`src/rtl/dma_arb_pkg.sv`:
```
// Shared types and constants for the DMA HOLD/HOLD_ACK arbiter.
// Holds the arbiter state encoding, default bus widths and the word-alignment check.
package dma_arb_pkg;

    localparam int ADDR_W_DEF = 32;
    localparam int DATA_W_DEF = 32;

    localparam logic [1:0]  ALIGN_MASK = 2'b11;
    localparam logic [15:0] WORDS_MAX  = 16'hFFFF;

    typedef enum logic [1:0] {
        ST_IDLE,
        ST_DRAIN,
        ST_GRANT,
        ST_RELEASE
    } arb_state_t;

    function automatic logic is_aligned(input logic [1:0] lsbs);
        return (lsbs & ALIGN_MASK) == 2'b00;
    endfunction

endpackage

```
`src/rtl/hold_watchdog.sv`:
```
// Hold-duration watchdog: counts grant cycles from grant entry and raises a sticky
// flag once the count reaches HOLD_LIMIT. The grant itself is never revoked.
module hold_watchdog
    import dma_arb_pkg::*;
#(
    parameter int HOLD_LIMIT = 4096
) (
    input  logic clk,
    input  logic rst,
    input  logic start,
    input  logic active,
    input  logic clear,
    output logic timeout
);

    localparam int CNT_W = $clog2(HOLD_LIMIT + 1);
    localparam logic [CNT_W-1:0] LIMIT = CNT_W'(HOLD_LIMIT);
    localparam logic [CNT_W-1:0] ONE   = CNT_W'(1);

    logic [CNT_W-1:0] count;
    logic             reach;

    // The flag fires once, on the cycle the count steps onto the limit.
    assign reach = active && (count == LIMIT - ONE);

    always_ff @(posedge clk) begin
        if (rst) begin
            count <= '0;
        end else if (start) begin
            count <= '0;
        end else if (active && (count != LIMIT)) begin
            count <= count + ONE;
        end
    end

    always_ff @(posedge clk) begin
        if (rst) begin
            timeout <= 1'b0;
        end else if (reach) begin
            timeout <= 1'b1;
        end else if (clear) begin
            timeout <= 1'b0;
        end
    end

endmodule

```
`src/rtl/dma_hold_arbiter.sv`:
```
// Data-memory port owner: stalls and drains the CPU on a coprocessor HOLD, then hands
// the port to the DMA master until HOLD drops, with write counting and alignment checks.
module dma_hold_arbiter
    import dma_arb_pkg::*;
#(
    parameter int ADDR_W       = ADDR_W_DEF,
    parameter int DATA_W       = DATA_W_DEF,
    parameter int DRAIN_CYCLES = 2,
    parameter int HOLD_LIMIT   = 4096
) (
    input  logic              clk,
    input  logic              rst,
    input  logic              HOLD,
    output logic              HOLD_ACK,
    output logic              cpu_stall,
    input  logic              cpu_mem_busy,
    input  logic              cpu_we,
    input  logic [ADDR_W-1:0] cpu_addr,
    input  logic [DATA_W-1:0] cpu_wd,
    output logic [DATA_W-1:0] cpu_rd,
    input  logic              dma_we,
    input  logic [ADDR_W-1:0] dma_addr,
    input  logic [DATA_W-1:0] dma_wd,
    output logic [DATA_W-1:0] dma_rd,
    output logic              mem_we,
    output logic [ADDR_W-1:0] mem_addr,
    output logic [DATA_W-1:0] mem_wd,
    input  logic [DATA_W-1:0] mem_rd,
    output logic [15:0]       dma_words,
    output logic              hold_timeout,
    output logic              align_err,
    input  logic              status_clr
);

    localparam int DCW = (DRAIN_CYCLES > 1) ? $clog2(DRAIN_CYCLES) : 1;
    localparam logic [DCW-1:0] DRAIN_LAST = DCW'(DRAIN_CYCLES - 1);
    localparam logic [DCW-1:0] DRAIN_ONE  = DCW'(1);

    arb_state_t     state;
    arb_state_t     next_state;
    logic [DCW-1:0] drain_cnt;
    logic [DCW-1:0] drain_next;
    logic           sel_dma;
    logic           dma_wr_ok;
    logic           dma_wr_bad;
    logic           grant_start;

    always_ff @(posedge clk) begin
        if (rst) begin
            state     <= ST_IDLE;
            drain_cnt <= '0;
            HOLD_ACK  <= 1'b0;
            cpu_stall <= 1'b0;
        end else begin
            state     <= next_state;
            drain_cnt <= drain_next;
            HOLD_ACK  <= (next_state == ST_GRANT);
            cpu_stall <= (next_state != ST_IDLE);
        end
    end

    // A HOLD drop during DRAIN aborts even on the cycle the grant would have fired.
    always_comb begin
        next_state = state;
        drain_next = drain_cnt;
        case (state)
            ST_IDLE: begin
                if (HOLD) begin
                    next_state = ST_DRAIN;
                    drain_next = '0;
                end
            end
            ST_DRAIN: begin
                if (!HOLD) begin
                    next_state = ST_IDLE;
                end else if (cpu_mem_busy) begin
                    drain_next = '0;
                end else if (drain_cnt == DRAIN_LAST) begin
                    next_state = ST_GRANT;
                end else begin
                    drain_next = drain_cnt + DRAIN_ONE;
                end
            end
            ST_GRANT: begin
                if (!HOLD) begin
                    next_state = ST_RELEASE;
                end
            end
            ST_RELEASE: begin
                next_state = ST_IDLE;
            end
            default: begin
                next_state = ST_IDLE;
            end
        endcase
    end

    assign grant_start = (state == ST_DRAIN) && (next_state == ST_GRANT);
    assign sel_dma     = (state == ST_GRANT);
    assign dma_wr_ok   = sel_dma && dma_we && is_aligned(dma_addr[1:0]);
    assign dma_wr_bad  = sel_dma && dma_we && !is_aligned(dma_addr[1:0]);

    // RELEASE keeps the mux on the CPU but blocks writes from both masters.
    always_comb begin
        mem_addr = sel_dma ? dma_addr : cpu_addr;
        mem_wd   = sel_dma ? dma_wd : cpu_wd;
        mem_we   = sel_dma ? dma_wr_ok
                           : (cpu_we && ((state == ST_IDLE) || (state == ST_DRAIN)));
        cpu_rd   = mem_rd;
        dma_rd   = sel_dma ? mem_rd : '0;
    end

    always_ff @(posedge clk) begin
        if (rst) begin
            dma_words <= '0;
        end else if (grant_start) begin
            dma_words <= '0;
        end else if (dma_wr_ok && (dma_words != WORDS_MAX)) begin
            dma_words <= dma_words + 16'd1;
        end
    end

    always_ff @(posedge clk) begin
        if (rst) begin
            align_err <= 1'b0;
        end else if (dma_wr_bad) begin
            align_err <= 1'b1;
        end else if (status_clr) begin
            align_err <= 1'b0;
        end
    end

    hold_watchdog #(
        .HOLD_LIMIT(HOLD_LIMIT)
    ) u_watchdog (
        .clk    (clk),
        .rst    (rst),
        .start  (grant_start),
        .active (sel_dma),
        .clear  (status_clr),
        .timeout(hold_timeout)
    );

endmodule

```
`config.mk`:
```
export PLATFORM = sky130hd
export DESIGN_NAME = dma_hold_arbiter
export DESIGN_NICKNAME = d
export VERILOG_FILES = /design/src/rtl/dma_arb_pkg.sv /design/src/rtl/hold_watchdog.sv /design/src/rtl/dma_hold_arbiter.sv
export SDC_FILE = /design/constraint.sdc
export NUM_CORES = 1
export LEC_CHECK = 0
export BUFFER_PORTS_ARGS = -buffer_cell sky130_fd_sc_hd__buf_2
export CAP_MARGIN = 20
export CORE_AREA = 3 3 123 125
export CTS_CLUSTER_SIZE = 16
export DETAILED_ROUTE_END_ITERATION = 8
export DIE_AREA = 0 0 126 128
export PLACE_DENSITY = 0.51
export SETUP_SLACK_MARGIN = 0.2
export SLEW_MARGIN = 5
export SYNTH_ARGS = -nofsm -noshare
export SYNTH_HDL_FRONTEND = slang
export SYNTH_SLANG_ARGS = --single-unit
```
`constraint.sdc`:
```
create_clock -name clk -period 2.44 [get_ports clk]
set_input_delay 0.122 -clock clk [delete_from_list [all_inputs] [get_ports clk]]
set_output_delay 0.122 -clock clk [all_outputs]
set_load 0.1 [all_outputs]
```
# After elaboration in Yosys (flattened, before gate mapping)
# Cells that the tools add are included.
[op_classes]
add_sub_neg = 3
eq_ne = 9
mux = 18
n_reduce_logical = 18
[op_table]
columns = ["cell", "n"]
rows = [
  ["32-bit 2-to-1 mux", 3],
  ["16-bit by 1-bit adder with 16-bit output, second input constant", 1],
  ["16-bit != test, second input constant", 1],
  ["13-bit by 1-bit adder with 13-bit output, second input constant", 1],
  ["13-bit by 12-bit == test with 1-bit output, second input constant", 1],
  ["13-bit != test, second input constant", 1],
  ["2-bit 2-to-1 mux", 5],
  ["1-bit logical AND", 8],
  ["1-bit 2-to-1 mux", 8],
  ["2-bit case mux with 4 select lines", 1],
  ["2-bit nonzero test", 4],
  ["2-bit == test, second input constant", 3],
  ["2-bit logical NOT", 2],
  ["2-bit != test, second input constant", 2],
  ["3-bit AND reduction", 1],
  ["2-bit by 1-bit == test with 1-bit output, second input constant", 1],
  ["1-bit case mux with 2 select lines", 1],
  ["2-bit OR reduction", 1],
  ["1-bit adder, second input constant", 1],
  ["1-bit logical NOT", 1],
  ["1-bit logical OR", 1],
]
[totals]
ff_bits = 36
input_bits = 167
out_inout_bits = 149
elab_cells = 56

# Logic depth before layout (Yosys ltp)
# Gate-level depths: netlist of run 1.
[logic_depth]
depth_word = 7
depth_mapped = 7
mapped_depth_nobuf = 6

# Hierarchy
# From an unflattened synthesis of run 1, not the netlist that was laid out.
[hier_totals]
cells_unflattened = 482
hier_area_um2 = 3041.7
[modules_own_cells]
columns = ["mod", "n_inst", "cells_each", "area_per_inst_um2", "seq_area_each_um2"]
rows = [
  ["dma_hold_arbiter", 1, 406, 2316.0, 440.4],
  ["hold_watchdog", 1, 76, 725.7, 280.3],
]

# Least setup slack after synthesis of run 1
# Ideal clock, no wire load.
[synth_timing]
path_kind = "register -> register"
start = "reg dma_words[1]"
end = "reg dma_words[6]"
arrival_ps = 2696
required_ps = 2370
setup_slack_ps = -327
path_stages_with_launch = 7
path_cell_list = "dfxtp_1 ha_1 nand3_1 or4b_4 buf_6 or4_1 a21oi_1"
[synth_via]
elab_chain_cells = 2
[synth_rtl]
columns = ["item", "line", "source"]
rows = [
  ["from (decl)", "dma_hold_arbiter.sv:29", "output logic [15:0] dma_words,"],
  ["from (signal assigned)", "dma_hold_arbiter.sv:119", "dma_words <= dma_words + 16'd1;"],
  ["branches (longest 2 deep; another with 16-bit by 1-bit adder with 16-bit output)", "n/a", ""],
]
# Parallel ways; which one is timed is not known.
# A chain may end at the register's enable or synchronous reset.

# Final worst setup path of run 1
[layout_timing]
start = "reg state[1]"
end = "out dma_rd[2]"
[layout_via]
elab_chain_cells = 2
[layout_rtl]
columns = ["item", "line", "source"]
rows = [
  ["from (decl)", "dma_hold_arbiter.sv:39", "arb_state_t state;"],
  ["from (signal assigned)", "dma_hold_arbiter.sv:55", "state <= next_state;"],
  ["2-bit == test", "dma_hold_arbiter.sv:99", "assign sel_dma = (state == ST_GRANT);"],
  ["32-bit 2-to-1 mux", "dma_hold_arbiter.sv:110", "dma_rd = sel_dma ? mem_rd : '0;"],
  ["to (decl)", "dma_hold_arbiter.sv:24", "output logic [DATA_W-1:0] dma_rd,"],
]
# No other way between the ends.

==> results.sh, run 1 <==
export IMPL_fillCellCount=1497
export IMPL_core_sq_um=14000
export IMPL_cts_buffer_depth=2
export IMPL_syn_avg_cell_area_sq_um=6.28
export IMPL_synthTopCellsByArea="nand2_1 (25%), dfxtp_1 (24%), buf_4 (8.3%), and2_1 (6.9%), a21oi_1 (3.7%)"
export IMPL_drive_gt1_share_pct=46.0
export IMPL_wl_per_cell_microns=14.8
export IMPL_num_vias=4015
export IMPL_htreeDepth=2
export IMPL_root_buffer="clkbuf_16"
export IMPL_totalWireLength_mm=13.7
export IMPL_dieArea_sq_um=16100
export IMPL_crit_required_ns=2.32
export IMPL_post_route_drc_count=0
export IMPL_ys_warnings_count=0
export IMPL_setup_violations=0
export IMPL_clkTransAtPathRegs_ns=0.05
export IMPL_hold_viol_final=0
export IMPL_clock_latency_ns=0.28
export IMPL_yosysUniqueCellTypes=44
export IMPL_relSlewSlack_pct=53.9
export IMPL_finClkSkew_ns=0.00398
export IMPL_p_leak_nw=2.88
export IMPL_hold_class="in -> reg"
export IMPL_hold_buffers=0
export IMPL_final_nets=913
export IMPL_grt_pass1_vias=3687
export IMPL_yosysSeqAreaShare_pct=24.2
export IMPL_synth_flop_cell="dfxtp_1"
export IMPL_portBuffers=315
export IMPL_max_freq_mhz=466
export IMPL_status="finished clean"
export IMPL_post_cts_buffers=0
export IMPL_critical_path_arrival_ns=2.03
export IMPL_period_share_pct=88.0
export IMPL_synthTopCellsByCount="nand2_1 (202), dfxtp_1 (36), and2_1 (33), buf_4 (33), a21oi_1 (22)"
export IMPL_die_width_microns=126
export IMPL_synth_top_cell_area_share_pct=25.4
export IMPL_grt_max_degree=59
export IMPL_cts_made_buffers=5
export IMPL_tightest_slew_ns=0.685
export IMPL_cts_resized_gates=0
export IMPL_powerDensity_nw_per_um2=410
export IMPL_drt_iter0_drc=209
export IMPL_drv_slew=0
export IMPL_synth_most_common_cell="nand2_1"
export IMPL_io_pins=316
export IMPL_ir_drop_mv=0.222
export IMPL_area_growth_pct=88.8
export IMPL_rsz0062_at_grt="true"
export IMPL_die_y_microns=128
export IMPL_cts_tree="yes"
export IMPL_setup_tns_ns=0
export IMPL_ant_nets=0
export IMPL_syn_nets=645
export IMPL_dp_hpwl_mm=11.5
export IMPL_netlist_area_sq_um=2980
export IMPL_cp_end_kind="output port"
export IMPL_drt_pass1_iterations=4
export IMPL_startpoint_type="register"
export IMPL_ys_async_sr_fraction_pct=0
export IMPL_r2r_cells=4
export IMPL_grt_antenna_before_repair=1
export IMPL_gp_congestion=0.812
export IMPL_hp_start="status_clr"
export IMPL_grt_ovfl_total=0
export IMPL_ys_ff_latch=36
export IMPL_grt_pass1_wl_mm=20.1
export IMPL_fp_row_count=43
export IMPL_r2r_start="state[1]$_SDFF_PP0_"
export IMPL_start_util_pct=21.3
export IMPL_routed_via_density=4.34
export IMPL_crit_type="reg -> out"
export IMPL_synth_area_leader_cell="nand2_1"
export IMPL_hold_depth=3
export IMPL_startpoint="state[1]$_SDFF_PP0_"
export IMPL_holdWs_ns=0.126
export IMPL_layout_min_cycle_time_ns=2.15
export IMPL_drv_cap=0
export IMPL_syn_inst=475
export IMPL_cts_sinks=36
export IMPL_grtUsageTotal_pct=15.3
export IMPL_synth_edf_count=0
export IMPL_crit_fanout=40
layer usage:
layer	up-vias	routed length [microns]	GRT usage, %
li1	2080	-	-
met1	1787	5710	19.8
met2	139	7070	26.9
met3	9	803	2.96
met4	0	122	2.71
met5	-	0	0
critical path: stages (launching register included):
cell and delay, ns:
dfxtp_1 0.51, nor2b_4 0.25, buf_4 0.36, and2_1 0.19, buf_2 0.42
stage by stage:
step | setup WS (ns) | instances | power [W] | cell area (sq um) | util [%]
6_report | 0.292 | 925 | 0.00231 | 5630 | 40.3
5_1_grt | 0.163 | 925 | 0.00240 | 5630 | 40.3
3_5_place_dp | 0.448 | 916 | 0.00168 | 5420 | 38.8
4_1_cts | 0.206 | 924 | 0.00232 | 5570 | 39.8
3_3_place_gp | 0.467 | 916 | 0.00168 | 5420 | 38.8
2_1_floorplan | 0.158 | 475 | 0.00135 | 3000 | -
final cells by class:
cell class / instances / area (sq um) / area share [%]
timing repair buffer: 320 / 2590 / 46.0
antenna: 1 / 2.50 / 0.0444
tap: 180 / 225 / 4.00
clock buffer: 8 / 146 / 2.60
inverter: 5 / 18.8 / 0.333
multi-input combinational: 375 / 1900 / 33.8
sequential: 36 / 741 / 13.2
cells by family (layout without fill, tap and decap cells):
family | after synthesis | in the layout | synth area share (%)
buffers and inverters | 64 | 333 | 12.5
other | 0 | 1 | 0
muxes | 1 | 1 | 0.336
DFF | 36 | 36 | 24.2
AOI/OAI and AO/OA | 50 | 50 | 10.3
xor gates and xnor gates | 9 | 9 | 2.64
and+or+nand+nor | 312 | 312 | 48.8
adders and majority gates | 3 | 3 | 1.26
where the power goes:
part	internal, W	switching (W)	total [W]
logic	0.000295	0.000787	0.00108
registers	0.000588	0.00000315	0.000591
clock network	0.000407	0.000230	0.000637
total	0.00129	0.00102	0.00231
cells in the final DEF, fill, tap and decap left out, types with 2 or more instances in the layout:
cell / count
o21ai_0: 7
and4_1: 5
ha_1: 3
buf_12: 62
buf_4: 3
clkbuf_1: 2
and2_1: 33
nand3_1: 7
nand3b_1: 3
buf_2: 234
nor4b_1: 2
clkbuf_4: 21
and3b_1: 2
nor4_1: 3
dfxtp_1: 24
nor2_1: 16
xnor2_1: 3
nand2_1: 202
dfxtp_2: 10
xor2_1: 6
nor3_1: 2
a21oi_1: 22
o31ai_1: 11
dfxtp_4: 2
nand4_1: 9
inv_1: 5
clkbuf_16: 5
or4_1: 10
nand2b_1: 3
or3_1: 5
path summary, 6_finish.rpt:
check | to | slack, ns
worst max-delay path | dma_rd[2] | 0.29
worst min-delay path | u_watchdog.timeout$_SDFFE_PP0P_ | 0.13
worst max register to register | dma_words[6]$_SDFFE_PP0P_ | 0.40
worst min register to register | u_watchdog.timeout$_SDFFE_PP0P_ | 0.47
sequential cells by signal (all words and copies together), names as in the netlist:
signal	flops
drain_cnt	1
dma_words	16
cpu_stall	1
u_watchdog.timeout	1
u_watchdog.count	13
state	2
HOLD_ACK	1
align_err	1
Note: power is estimated with default switching activity, not from simulation.
==> run 2: changes to the inputs <==
--- a/config.mk
+++ b/config.mk
@@ -12,6 +12,7 @@
 export DETAILED_ROUTE_END_ITERATION = 8
 export DIE_AREA = 0 0 126 128
 export PLACE_DENSITY = 0.51
+export REMOVE_ABC_BUFFERS = 1
 export SETUP_SLACK_MARGIN = 0.2
 export SLEW_MARGIN = 5
 export SYNTH_ARGS = -nofsm -noshare
==> run 2 against run 1 <==
Global-route usage grew 3.8 points. Total power grew 0.12%. Critical path depth up 1. Final cell count increased by 0.43%. Core utilization is 0.63 points lower. Sequential share of layout area down 0.15 points. Die area did not move. Sequential power barely moved. Clock power decreased by 0.9%. Combinational power hardly changed.
==> results.sh, run 2 (same netlist as run 1, synthesis figures left out) <==
export IMPL_status="finished clean"
export IMPL_power_frac_clock_pct=27.3
export IMPL_hold_class="in -> reg"
export IMPL_power_frac_seq_pct=25.7
export IMPL_grt_pass1_wl_mm=23.2
export IMPL_final_common_cell="buf_2"
export IMPL_place_inst=918
export IMPL_final_nets=915
export IMPL_grt_pass1_vias=3664
export IMPL_cp_end_kind="register"
export IMPL_largest_reg_flops=16
export IMPL_drive_gt1_share_pct=44.5
export IMPL_cpMaxStageDelayCell="or4b_4"
export IMPL_switchingPower_w=0.00104
export IMPL_dpl_worst_slack_ns=0.403
export IMPL_num_vias=4108
export IMPL_wl_per_cell_microns=18.1
export IMPL_cp_top_family="simple AND/OR/NAND/NOR gates"
export IMPL_portBuffers=315
export IMPL_grt_antenna_before_repair=12
export IMPL_cts_sinks=36
export IMPL_crit_fanout=12
export IMPL_dp_hpwl_mm=14.4
export IMPL_total_power_w=0.00231
export IMPL_p_leak_nw=2.85
export IMPL_root_buffer="clkbuf_16"
export IMPL_fp_row_count=43
export IMPL_layout_cells_non_filler=929
export IMPL_switching_share_pct=44.8
export IMPL_setup_violations=0
export IMPL_ant_nets=0
export IMPL_worst_path_buf_inv=0
export IMPL_crit_type="reg -> reg"
export IMPL_cts_tree="yes"
export IMPL_cts_resized_gates=0
export IMPL_hold_viol_final=0
export IMPL_ir_drop_mv=0.277
export IMPL_start_util_pct=21.3
export IMPL_critical_path_arrival_ns=2.29
export IMPL_clock_latency_ns=0.28
export IMPL_rsz0062_at_grt="false"
export IMPL_grt_ovfl_total=0
export IMPL_routed_via_density=4.42
export IMPL_crit_required_ns=2.65
export IMPL_mostFrequentLayoutCells="buf_2 (257), nand2_1 (202), buf_12 (60), dfxtp_1 (36), and2_1 (33)"
export IMPL_tightest_slew_ns=0.615
export IMPL_setup_tns_ns=0
export IMPL_die_width_microns=126
export IMPL_r2r_slack_ns=0.36
export IMPL_htreeDepth=2
export IMPL_p_int_w=0.00128
export IMPL_grt_max_degree=81
export IMPL_period_share_pct=85.4
export IMPL_post_route_drc_count=0
export IMPL_area_growth_pct=85.9
export IMPL_post_cts_buffers=0
export IMPL_dieArea_sq_um=16100
export IMPL_relSlewSlack_pct=58.6
export IMPL_hp_start="status_clr"
export IMPL_crit_chain="ha_1, nand3_1, or4b_4, or4_1, a21oi_1"
export IMPL_layout_min_cycle_time_ns=2.08
export IMPL_hold_depth=3
export IMPL_hold_buffers=0
export IMPL_largestRegisters="dma_words x16, u_watchdog.count x13, state x2"
export IMPL_gp_congestion=0.842
export IMPL_cts_buffer_depth=2
export IMPL_drt_iter0_drc=183
export IMPL_max_freq_mhz=480
export IMPL_core_sq_um=14000
export IMPL_powerDensity_nw_per_um2=417
export IMPL_drv_slew=0
export IMPL_r2r_start="dma_words[0]$_SDFFE_PP0P_"
export IMPL_largest_register="dma_words"
export IMPL_drt_pass1_iterations=4
export IMPL_power_frac_comb_pct=47.0
export IMPL_totalWireLength_mm=16.8
export IMPL_r2r_cells=5
export IMPL_min_to="u_watchdog.timeout$_SDFFE_PP0P_"
export IMPL_io_pins=316
export IMPL_die_y_microns=128
export IMPL_setup_ws_ns=0.357
export IMPL_finClkSkew_ns=0.00404
export IMPL_max_stage_delay_ns=0.63
export IMPL_clkTransAtPathRegs_ns=0.05
export IMPL_startpoint_type="register"
export IMPL_grtUsageTotal_pct=19.1
export IMPL_r2r_end="dma_words[12]$_SDFFE_PP0P_"
export IMPL_drv_cap=0
export IMPL_cts_made_buffers=5
-- run 2: per-stage QoR --
step / area (sq um) / util, % / hold WS [ns]
CTS: 5540 / 39.6 / 0.120
finish: 5540 / 39.6 / 0.127
detailed placement: 5390 / 38.5 / 0.403
global route: 5540 / 39.6 / 0.137
floorplan: 2630 / - / 0.191
global placement: 5390 / 38.5 / 0.402
-- run 2: worst register-to-register path, cell delays in order (launching register included) --
cell and delay [ns]:
dfxtp_1 0.39, ha_1 0.19, nand3_1 0.16, or4b_4 0.63, or4_1 0.49, a21oi_1 0.15
-- run 2: layer usage --
metal | share of wire, % | up-vias | GRT usage [%]
met3 | 16 | 29 | 13.8
met1 | 37 | 1764 | 22.2
li1 | - | 2081 | -
met4 | 1.0 | 18 | 3.03
met2 | 45 | 216 | 29.0
met5 | 0.71 | - | 0
-- run 2: power groups by stage --
stage	logic, W	registers, W	clock network [W]
after floorplan	0.000487	0.000612	0
after global placement	0.00109	0.000606	0
after detailed placement	0.00109	0.000606	0
after CTS	0.00110	0.000593	0.000645
after global routing	0.00113	0.000593	0.000680
final	0.00109	0.000594	0.000631
-- run 2: worst max-delay path by stage --
| stage | slack (ns) | end | start | depth (start not counted) |
|---|---|---|---|---|
| 6_report | 0.36 | dma_words[12]$_SDFFE_PP0P_ | dma_words[0]$_SDFFE_PP0P_ | 5 |
| 5_1_grt | 0.23 | dma_words[12]$_SDFFE_PP0P_ | dma_words[0]$_SDFFE_PP0P_ | 5 |
| 4_1_cts | 0.36 | mem_addr[28] | state[1]$_SDFF_PP0_ | 5 |
| 3_5_place_dp | 0.40 | dma_words[6]$_SDFFE_PP0P_ | dma_words[0]$_SDFFE_PP0P_ | 5 |
| 3_3_place_gp | 0.46 | dma_words[14]$_SDFFE_PP0P_ | dma_words[0]$_SDFFE_PP0P_ | 5 |
| 2_1_floorplan | -1.88 | dma_rd[0] | state[1]$_SDFF_PP0_ | 2 |
-- run 2: layout make-up --
| type | count | area, sq um |
|---|---|---|
| Fill cell | 1478 | 8450 |
| Timing Repair Buffer | 322 | 2520 |
| Multi-Input combinational cell | 375 | 1900 |
| Sequential cell | 36 | 721 |
| Tap cell | 180 | 225 |
| Clock buffer | 8 | 146 |
| Inverter | 5 | 18.8 |
| Antenna cell | 3 | 7.51 |
